[config.mk]
export PLATFORM = sky130hd
export DESIGN_NAME = ahb_default_slave_cfg
export DESIGN_NICKNAME = d
export VERILOG_FILES = /design/src/rtl/ahb_dflt_pkg.sv /design/src/rtl/ahb_dflt_err_log.sv /design/src/rtl/ahb_default_slave_cfg.sv
export SDC_FILE = /design/constraint.sdc
export NUM_CORES = 1
export LEC_CHECK = 0
export ABC_AREA = 0
export CAP_MARGIN = 20
export CORE_ASPECT_RATIO = 0.5
export CORE_MARGIN = 2
export CORE_UTILIZATION = 39
export CTS_CLUSTER_DIAMETER = 60
export DETAILED_ROUTE_END_ITERATION = 8
export GPL_TIMING_DRIVEN = 1
export PLACE_DENSITY = 0.8
export SLEW_MARGIN = 20
export SYNTH_ARGS = -nofsm -noshare
export SYNTH_HDL_FRONTEND = slang
export SYNTH_SLANG_ARGS = --single-unit
[constraint.sdc]
create_clock -name HCLK -period 1.9 [get_ports HCLK]
set_clock_uncertainty 0.05 [all_clocks]
set_input_delay 0.19 -clock HCLK [delete_from_list [all_inputs] [get_ports HCLK]]
set_output_delay 0.19 -clock HCLK [all_outputs]
set_load 0.1 [all_outputs]
[src/rtl/ahb_dflt_pkg.sv]
// Shared encodings and limits for the configurable AHB default slave.
package ahb_dflt_pkg;

    localparam logic [1:0] RSP_OKAY  = 2'b00;
    localparam logic [1:0] RSP_ERROR = 2'b01;

    localparam int MAX_WAIT_STATES = 15;

    typedef enum logic [2:0] {
        ST_IDLE,
        ST_WAIT,
        ST_ERR1,
        ST_ERR2,
        ST_DONE
    } state_e;

    // A zero-wait build still needs a one-bit counter so the register exists.
    function automatic int wait_cnt_width(input int wait_states);
        int w;
        w = $clog2(wait_states + 1);
        return (w < 1) ? 1 : w;
    endfunction

endpackage

[src/rtl/ahb_dflt_err_log.sv]
// Unmapped-access log: first-offender capture, sticky valid/overflow flags and a
// saturating access counter.
module ahb_dflt_err_log
    import ahb_dflt_pkg::*;
#(
    parameter int ADDR_WIDTH = 32,
    parameter int CNT_WIDTH  = 8
) (
    input  logic                  clk,
    input  logic                  rst_n,
    input  logic                  accept,
    input  logic [ADDR_WIDTH-1:0] haddr,
    input  logic                  hwrite,
    input  logic                  err_clr,
    output logic                  err_valid,
    output logic                  err_ovf,
    output logic [ADDR_WIDTH-1:0] err_addr,
    output logic                  err_write,
    output logic [CNT_WIDTH-1:0]  err_count
);

    logic                  valid_q, valid_d;
    logic                  ovf_q, ovf_d;
    logic [ADDR_WIDTH-1:0] addr_q, addr_d;
    logic                  write_q, write_d;
    logic [CNT_WIDTH-1:0]  count_q, count_d;

    // A clear that lands on the same edge as an access restarts the log with that access.
    always_comb begin
        valid_d = valid_q;
        ovf_d   = ovf_q;
        addr_d  = addr_q;
        write_d = write_q;
        count_d = count_q;
        if (accept) begin
            if (!valid_q || err_clr) begin
                addr_d  = haddr;
                write_d = hwrite;
                ovf_d   = 1'b0;
            end else begin
                ovf_d   = 1'b1;
            end
            valid_d = 1'b1;
            if (err_clr) begin
                count_d = CNT_WIDTH'(1);
            end else if (count_q != '1) begin
                count_d = count_q + CNT_WIDTH'(1);
            end
        end else if (err_clr) begin
            valid_d = 1'b0;
            ovf_d   = 1'b0;
            count_d = '0;
        end
    end

    always_ff @(posedge clk or negedge rst_n) begin
        if (!rst_n) begin
            valid_q <= 1'b0;
            ovf_q   <= 1'b0;
            addr_q  <= '0;
            write_q <= 1'b0;
            count_q <= '0;
        end else begin
            valid_q <= valid_d;
            ovf_q   <= ovf_d;
            addr_q  <= addr_d;
            write_q <= write_d;
            count_q <= count_d;
        end
    end

    assign err_valid = valid_q;
    assign err_ovf   = ovf_q;
    assign err_addr  = addr_q;
    assign err_write = write_q;
    assign err_count = count_q;

endmodule

[src/rtl/ahb_default_slave_cfg.sv]
// AHB default slave for unmapped addresses: programmable wait states, ERROR or
// OKAY/read-as-zero response, and an unmapped-access log for debug.
module ahb_default_slave_cfg
    import ahb_dflt_pkg::*;
#(
    parameter int ADDR_WIDTH  = 32,
    parameter int DATA_WIDTH  = 32,
    parameter int WAIT_STATES = 0,
    parameter int RESP_MODE   = 0,
    parameter int CNT_WIDTH   = 8
) (
    input  logic                  HCLK,
    input  logic                  HRESETn,
    input  logic                  HSEL,
    input  logic [1:0]            HTRANS,
    input  logic                  HREADY,
    input  logic [ADDR_WIDTH-1:0] HADDR,
    input  logic                  HWRITE,
    output logic                  HREADYOUT,
    output logic [1:0]            HRESP,
    output logic [DATA_WIDTH-1:0] HRDATA,
    input  logic                  ERR_CLR,
    output logic                  ERR_VALID,
    output logic                  ERR_OVF,
    output logic [ADDR_WIDTH-1:0] ERR_ADDR,
    output logic                  ERR_WRITE,
    output logic [CNT_WIDTH-1:0]  ERR_COUNT
);

    if (WAIT_STATES < 0 || WAIT_STATES > MAX_WAIT_STATES) begin : g_bad_wait_states
        $error("ahb_default_slave_cfg: WAIT_STATES must be within 0..15");
    end
    if (RESP_MODE < 0 || RESP_MODE > 1) begin : g_bad_resp_mode
        $error("ahb_default_slave_cfg: RESP_MODE must be 0 or 1");
    end

    localparam int WS_W = wait_cnt_width(WAIT_STATES);
    localparam logic [WS_W-1:0] WS_LOAD = WS_W'((WAIT_STATES > 0) ? WAIT_STATES - 1 : 0);

    logic            accept;
    logic            unused_htrans0;
    state_e          state_q, state_d;
    logic [WS_W-1:0] wait_cnt_q, wait_cnt_d;
    logic            hreadyout_q, hreadyout_d;
    logic [1:0]      hresp_q, hresp_d;

    // NONSEQ and SEQ share HTRANS[1]; IDLE and BUSY fall through with OKAY.
    assign accept         = HSEL & HREADY & HTRANS[1];
    assign unused_htrans0 = HTRANS[0];

    always_comb begin
        state_d    = state_q;
        wait_cnt_d = wait_cnt_q;
        case (state_q)
            ST_WAIT: begin
                if (wait_cnt_q == '0) begin
                    state_d = (RESP_MODE == 0) ? ST_ERR1 : ST_DONE;
                end else begin
                    wait_cnt_d = wait_cnt_q - WS_W'(1);
                end
            end
            ST_ERR1: state_d = ST_ERR2;
            default: begin
                if (accept) begin
                    wait_cnt_d = WS_LOAD;
                    if (WAIT_STATES > 0) begin
                        state_d = ST_WAIT;
                    end else if (RESP_MODE == 0) begin
                        state_d = ST_ERR1;
                    end else begin
                        state_d = ST_DONE;
                    end
                end else begin
                    state_d = ST_IDLE;
                end
            end
        endcase

        // Bus outputs follow the next state so they appear registered with it.
        hreadyout_d = 1'b1;
        hresp_d     = RSP_OKAY;
        case (state_d)
            ST_WAIT: hreadyout_d = 1'b0;
            ST_ERR1: begin
                hreadyout_d = 1'b0;
                hresp_d     = RSP_ERROR;
            end
            ST_ERR2: hresp_d = RSP_ERROR;
            default: ;
        endcase
    end

    always_ff @(posedge HCLK or negedge HRESETn) begin
        if (!HRESETn) begin
            state_q     <= ST_IDLE;
            wait_cnt_q  <= '0;
            hreadyout_q <= 1'b1;
            hresp_q     <= RSP_OKAY;
        end else begin
            state_q     <= state_d;
            wait_cnt_q  <= wait_cnt_d;
            hreadyout_q <= hreadyout_d;
            hresp_q     <= hresp_d;
        end
    end

    assign HREADYOUT = hreadyout_q;
    assign HRESP     = hresp_q;
    assign HRDATA    = '0;

    ahb_dflt_err_log #(
        .ADDR_WIDTH (ADDR_WIDTH),
        .CNT_WIDTH  (CNT_WIDTH)
    ) u_err_log (
        .clk       (HCLK),
        .rst_n     (HRESETn),
        .accept    (accept),
        .haddr     (HADDR),
        .hwrite    (HWRITE),
        .err_clr   (ERR_CLR),
        .err_valid (ERR_VALID),
        .err_ovf   (ERR_OVF),
        .err_addr  (ERR_ADDR),
        .err_write (ERR_WRITE),
        .err_count (ERR_COUNT)
    );

endmodule

==> summary.md <==
| Metric | Value |
|---|---|
| Final Net Count | `300` |
| DR DRC count | `0` |
| Last weighted congestion value of the routability-driven placer | `0.8735` |
| Die Area | `6249 µm²` |
| Slew @ Worst Pin | `0.6325 ns` |
| Type of the most critical hold path | `input pin to async pin` |
| Total setup violations reported at the end of the flow | `0` |
| Power density over the cells | `1422 nW/µm²` |
| Final number of hold-violating endpoints | `0` |
| Detailed Routing Iterations Pass 1 | `4` |
| Power Total | `4224 µW` |
| CTS sink cnt | `46` |
| Total of cells resized after clock tree synthesis | `0` |
| Post-CTS Setup Inserts | `0` |
| Post-Synthesis Cells | `170` |
| Detail Route Antenna Nets | `0` |
| Clock-pin slew of the registers on the worst-case setup and hold paths | `0.08 ns` |
| Die span in y | `56.91 µm` |
| Average cell area after synthesis | `12.84 µm²` |
| Core Box Area | `5444 µm²` |
| Port Buffer Count | `83` |
| Antenna diode count | `0` |
| Fraction of layout cells with a size suffix above 1 | `0.3861` |
| GRT Total Usage | `0.1418` |
| I/O pin total | `118` |
| Flops & latches, synth | `46` |
| Cell leakage power | `0.001350 µW` |
| Synth warn | `0` |
| Maximum vdd ir drop | `776.7 µV` |
| WL/cell | `12.74 µm` |
| Critical path class | `register to register` |
| Final worst path period share | `0.8034` |
| Largest net degree at the start of global routing | `30` |
| Signed area change from the synthesized netlist to the final layout | `36.05%` |
| Depth of the CTS H-tree | `2` |
| Status | `finished, final reports clean` |
| Filler cells | `451` |
| Buffer depth of the longest clock path | `2` |
| Arrival time of the worst setup path | `1.65 ns` |
| Via count of the first global-routing pass | `1489` |
| Total global routing overflow | `0` |
| Crit Path Max Fanout | `8` |
| Total negative slack for setup checks | `0 ns` |
| Number of core rows | `19` |
| Final slew viol count | `0` |
| Root buffer cell | `clkbuf_8` |
| Via count | `1496` |
| Die width | `109.8 µm` |
| Total wirelength of the detailed-routed design | `4.229 mm` |
| HPWL after detailed placement | `3.336 mm` |
| Number of unique standard cell types used by synthesis | `34` |
| Initial Util | `0.4011` |
| Portion of the post-synthesis area used by sequential elements | `0.5278` |
| CTS tree | `done` |
| Clock latency at the later pin of the worst-skew pair | `0.28 ns` |
| Required time of the worst setup path | `2.02 ns` |
| Inserted Clock Buffers | `5` |
| Setup crit start kind | `register` |
| Cell count of the worst reg-to-reg path | `3` |
| Worst reg-to-reg setup slack | `0.37 ns` |
| Global-route wire length before repair | `6.934 mm` |
| Count of maximum capacitance violations | `0` |
| Maximum clock frequency | `0.6551 GHz` |
| RSZ-0062 raised after global routing | `no` |
| Synthesized area | `2183 µm²` |
| Final worst path period need | `1.526 ns` |
| Via count normalized by instance count | `4.506` |
| Number of DRC markers in iteration 0 | `57` |
| Slew HR | `0.5783` |
| Endpoint type of the worst setup path | `register` |
| Antenna violations before repair | `0` |
==> worst max-delay path, cell delays in order, from the launching register on <==
cell and delay, ns:
dfrtp_2 0.46, and4_1 0.29, a211oi_2 0.25, mux2_2 0.36
==> placed cells by master (no fill, tap or decap), drive strengths merged, types with 2 or more instances in the layout <==
master / count
inv: 3
conb: 33
clkbuf: 7
and3: 3
mux2i: 2
nand2: 7
nand3: 4
buf: 51
nor3: 2
a21boi: 2
a211oi: 4
clkdlybuf4s50: 37
mux2: 34
a21oi: 6
dfrtp: 45
nor2: 2
nor2b: 2
ha: 2
==> report_power, final <==
part	switching (µW)	internal, µW
registers	92.9	1180
logic	1810	454
clock network	298	393
==> final timing paths <==
check	from	end
min in group HCLK	u_err_log.err_addr[17]$_DFFE_PN0P_	u_err_log.err_addr[17]$_DFFE_PN0P_
worst min register to register	u_err_log.err_addr[17]$_DFFE_PN0P_	u_err_log.err_addr[17]$_DFFE_PN0P_
worst max-delay path	u_err_log.err_count[3]$_DFFE_PN0P_	u_err_log.err_count[4]$_DFFE_PN0P_
max in group asynchronous	HRESETn	u_err_log.err_addr[19]$_DFFE_PN0P_
worst min-delay path	HRESETn	u_err_log.err_addr[7]$_DFFE_PN0P_
worst max register to register	u_err_log.err_count[3]$_DFFE_PN0P_	u_err_log.err_count[4]$_DFFE_PN0P_
==> synthesized netlist by cell type <==
| cell type | number | share of area |
|---|---|---|
| clkbuf_1 | 1 | 0.0017 |
| nor2b_1 | 2 | 0.0057 |
| buf_6 | 4 | 0.021 |
| a31oi_1 | 1 | 0.0029 |
| o41ai_1 | 1 | 0.0040 |
| nand2_1 | 7 | 0.012 |
| a21o_1 | 1 | 0.0034 |
| a21oi_4 | 1 | 0.0075 |
| buf_4 | 35 | 0.12 |
| xnor2_1 | 1 | 0.0040 |
| inv_2 | 1 | 0.0017 |
| mux2i_1 | 2 | 0.0092 |
| a21oi_1 | 5 | 0.011 |
| conb_1 | 1 | 0.0017 |
| ha_1 | 2 | 0.011 |
| dfrtp_1 | 45 | 0.52 |
| a211oi_2 | 1 | 0.0057 |
| a311oi_1 | 1 | 0.0040 |
| and2_1 | 1 | 0.0029 |
| nand3_4 | 1 | 0.0080 |
| nand3_1 | 3 | 0.0069 |
| mux2_2 | 32 | 0.17 |
| mux2_1 | 2 | 0.010 |
| nor3_1 | 2 | 0.0046 |
| and4_1 | 1 | 0.0040 |
| o311ai_0 | 1 | 0.0040 |
| and3_1 | 3 | 0.0086 |
| dfstp_2 | 1 | 0.012 |
| a41oi_1 | 1 | 0.0040 |
| o21ai_0 | 1 | 0.0023 |
| nor2_1 | 2 | 0.0034 |
| a211oi_1 | 3 | 0.010 |
| a21boi_0 | 2 | 0.0069 |
| inv_1 | 2 | 0.0034 |
==> flip-flops by register name, indices dropped and copies added (netlist names) <==
| name | count |
|---|---|
| state_q | 1 |
| u_err_log.err_write | 1 |
| u_err_log.err_addr | 32 |
| HREADYOUT | 1 |
| u_err_log.err_ovf | 1 |
| u_err_log.err_count | 8 |
| u_err_log.err_valid | 1 |
| HRESP | 1 |
==> stage by stage <==
stage | util | hold slack, ns | cell area [µm²] | setup slack, ns | cells
after floorplan | - | -0.1556 | 2311 | 0.01553 | 202
after global placement | 0.5242 | 0.1938 | 2854 | 0.2043 | 323
after detailed placement | 0.5242 | 0.1967 | 2854 | 0.1766 | 323
after CTS | 0.5456 | 0.4249 | 2970 | 0.3822 | 332
after global routing | 0.5456 | 0.4515 | 2970 | 0.2758 | 332
final | 0.5456 | 0.4104 | 2970 | 0.3736 | 332
==> per-layer routing <==
metal	GRT usage	wire length (µm)	vias up
li1	-	-	702
met1	0.1596	1654	736
met2	0.2752	2345	56
met3	0.02787	215	2
met4	0.03255	14	0
met5	0	0	-
==> what timing repair did <==
action	in CTS	in global routing
hold buffers	1	0
hold endpoints to repair	27	0
endpoints found under the setup margin	0	0
==> kinds of logic (layout without fill, tap and decap cells) <==
logic type	after synthesis	in the layout	synth area share
buffers and inverters	43	100	0.1478
other	1	33	0.001718
flip-flops	46	46	0.5278
multiplexers	36	36	0.1845
AO/OA/AOI/OAI	19	19	0.06648
XOR/XNOR	1	1	0.004012
AND/OR/NAND/NOR	22	22	0.05617
adder cells (fa/ha/maj)	2	2	0.01146
==> cell type report <==
cell class                 count  area (µm²)  share of cell area
clock buffer                   7       76.32             0.02570
clock inverter                 1       30.03             0.01011
inverter                       3       11.26            0.003791
multi-input combinational    113       828.3              0.2789
sequential                    46        1160              0.3905
tap                           73       91.34             0.03075
timing repair buffer          89       773.2              0.2603
Power figures use the tool's default switching activity.
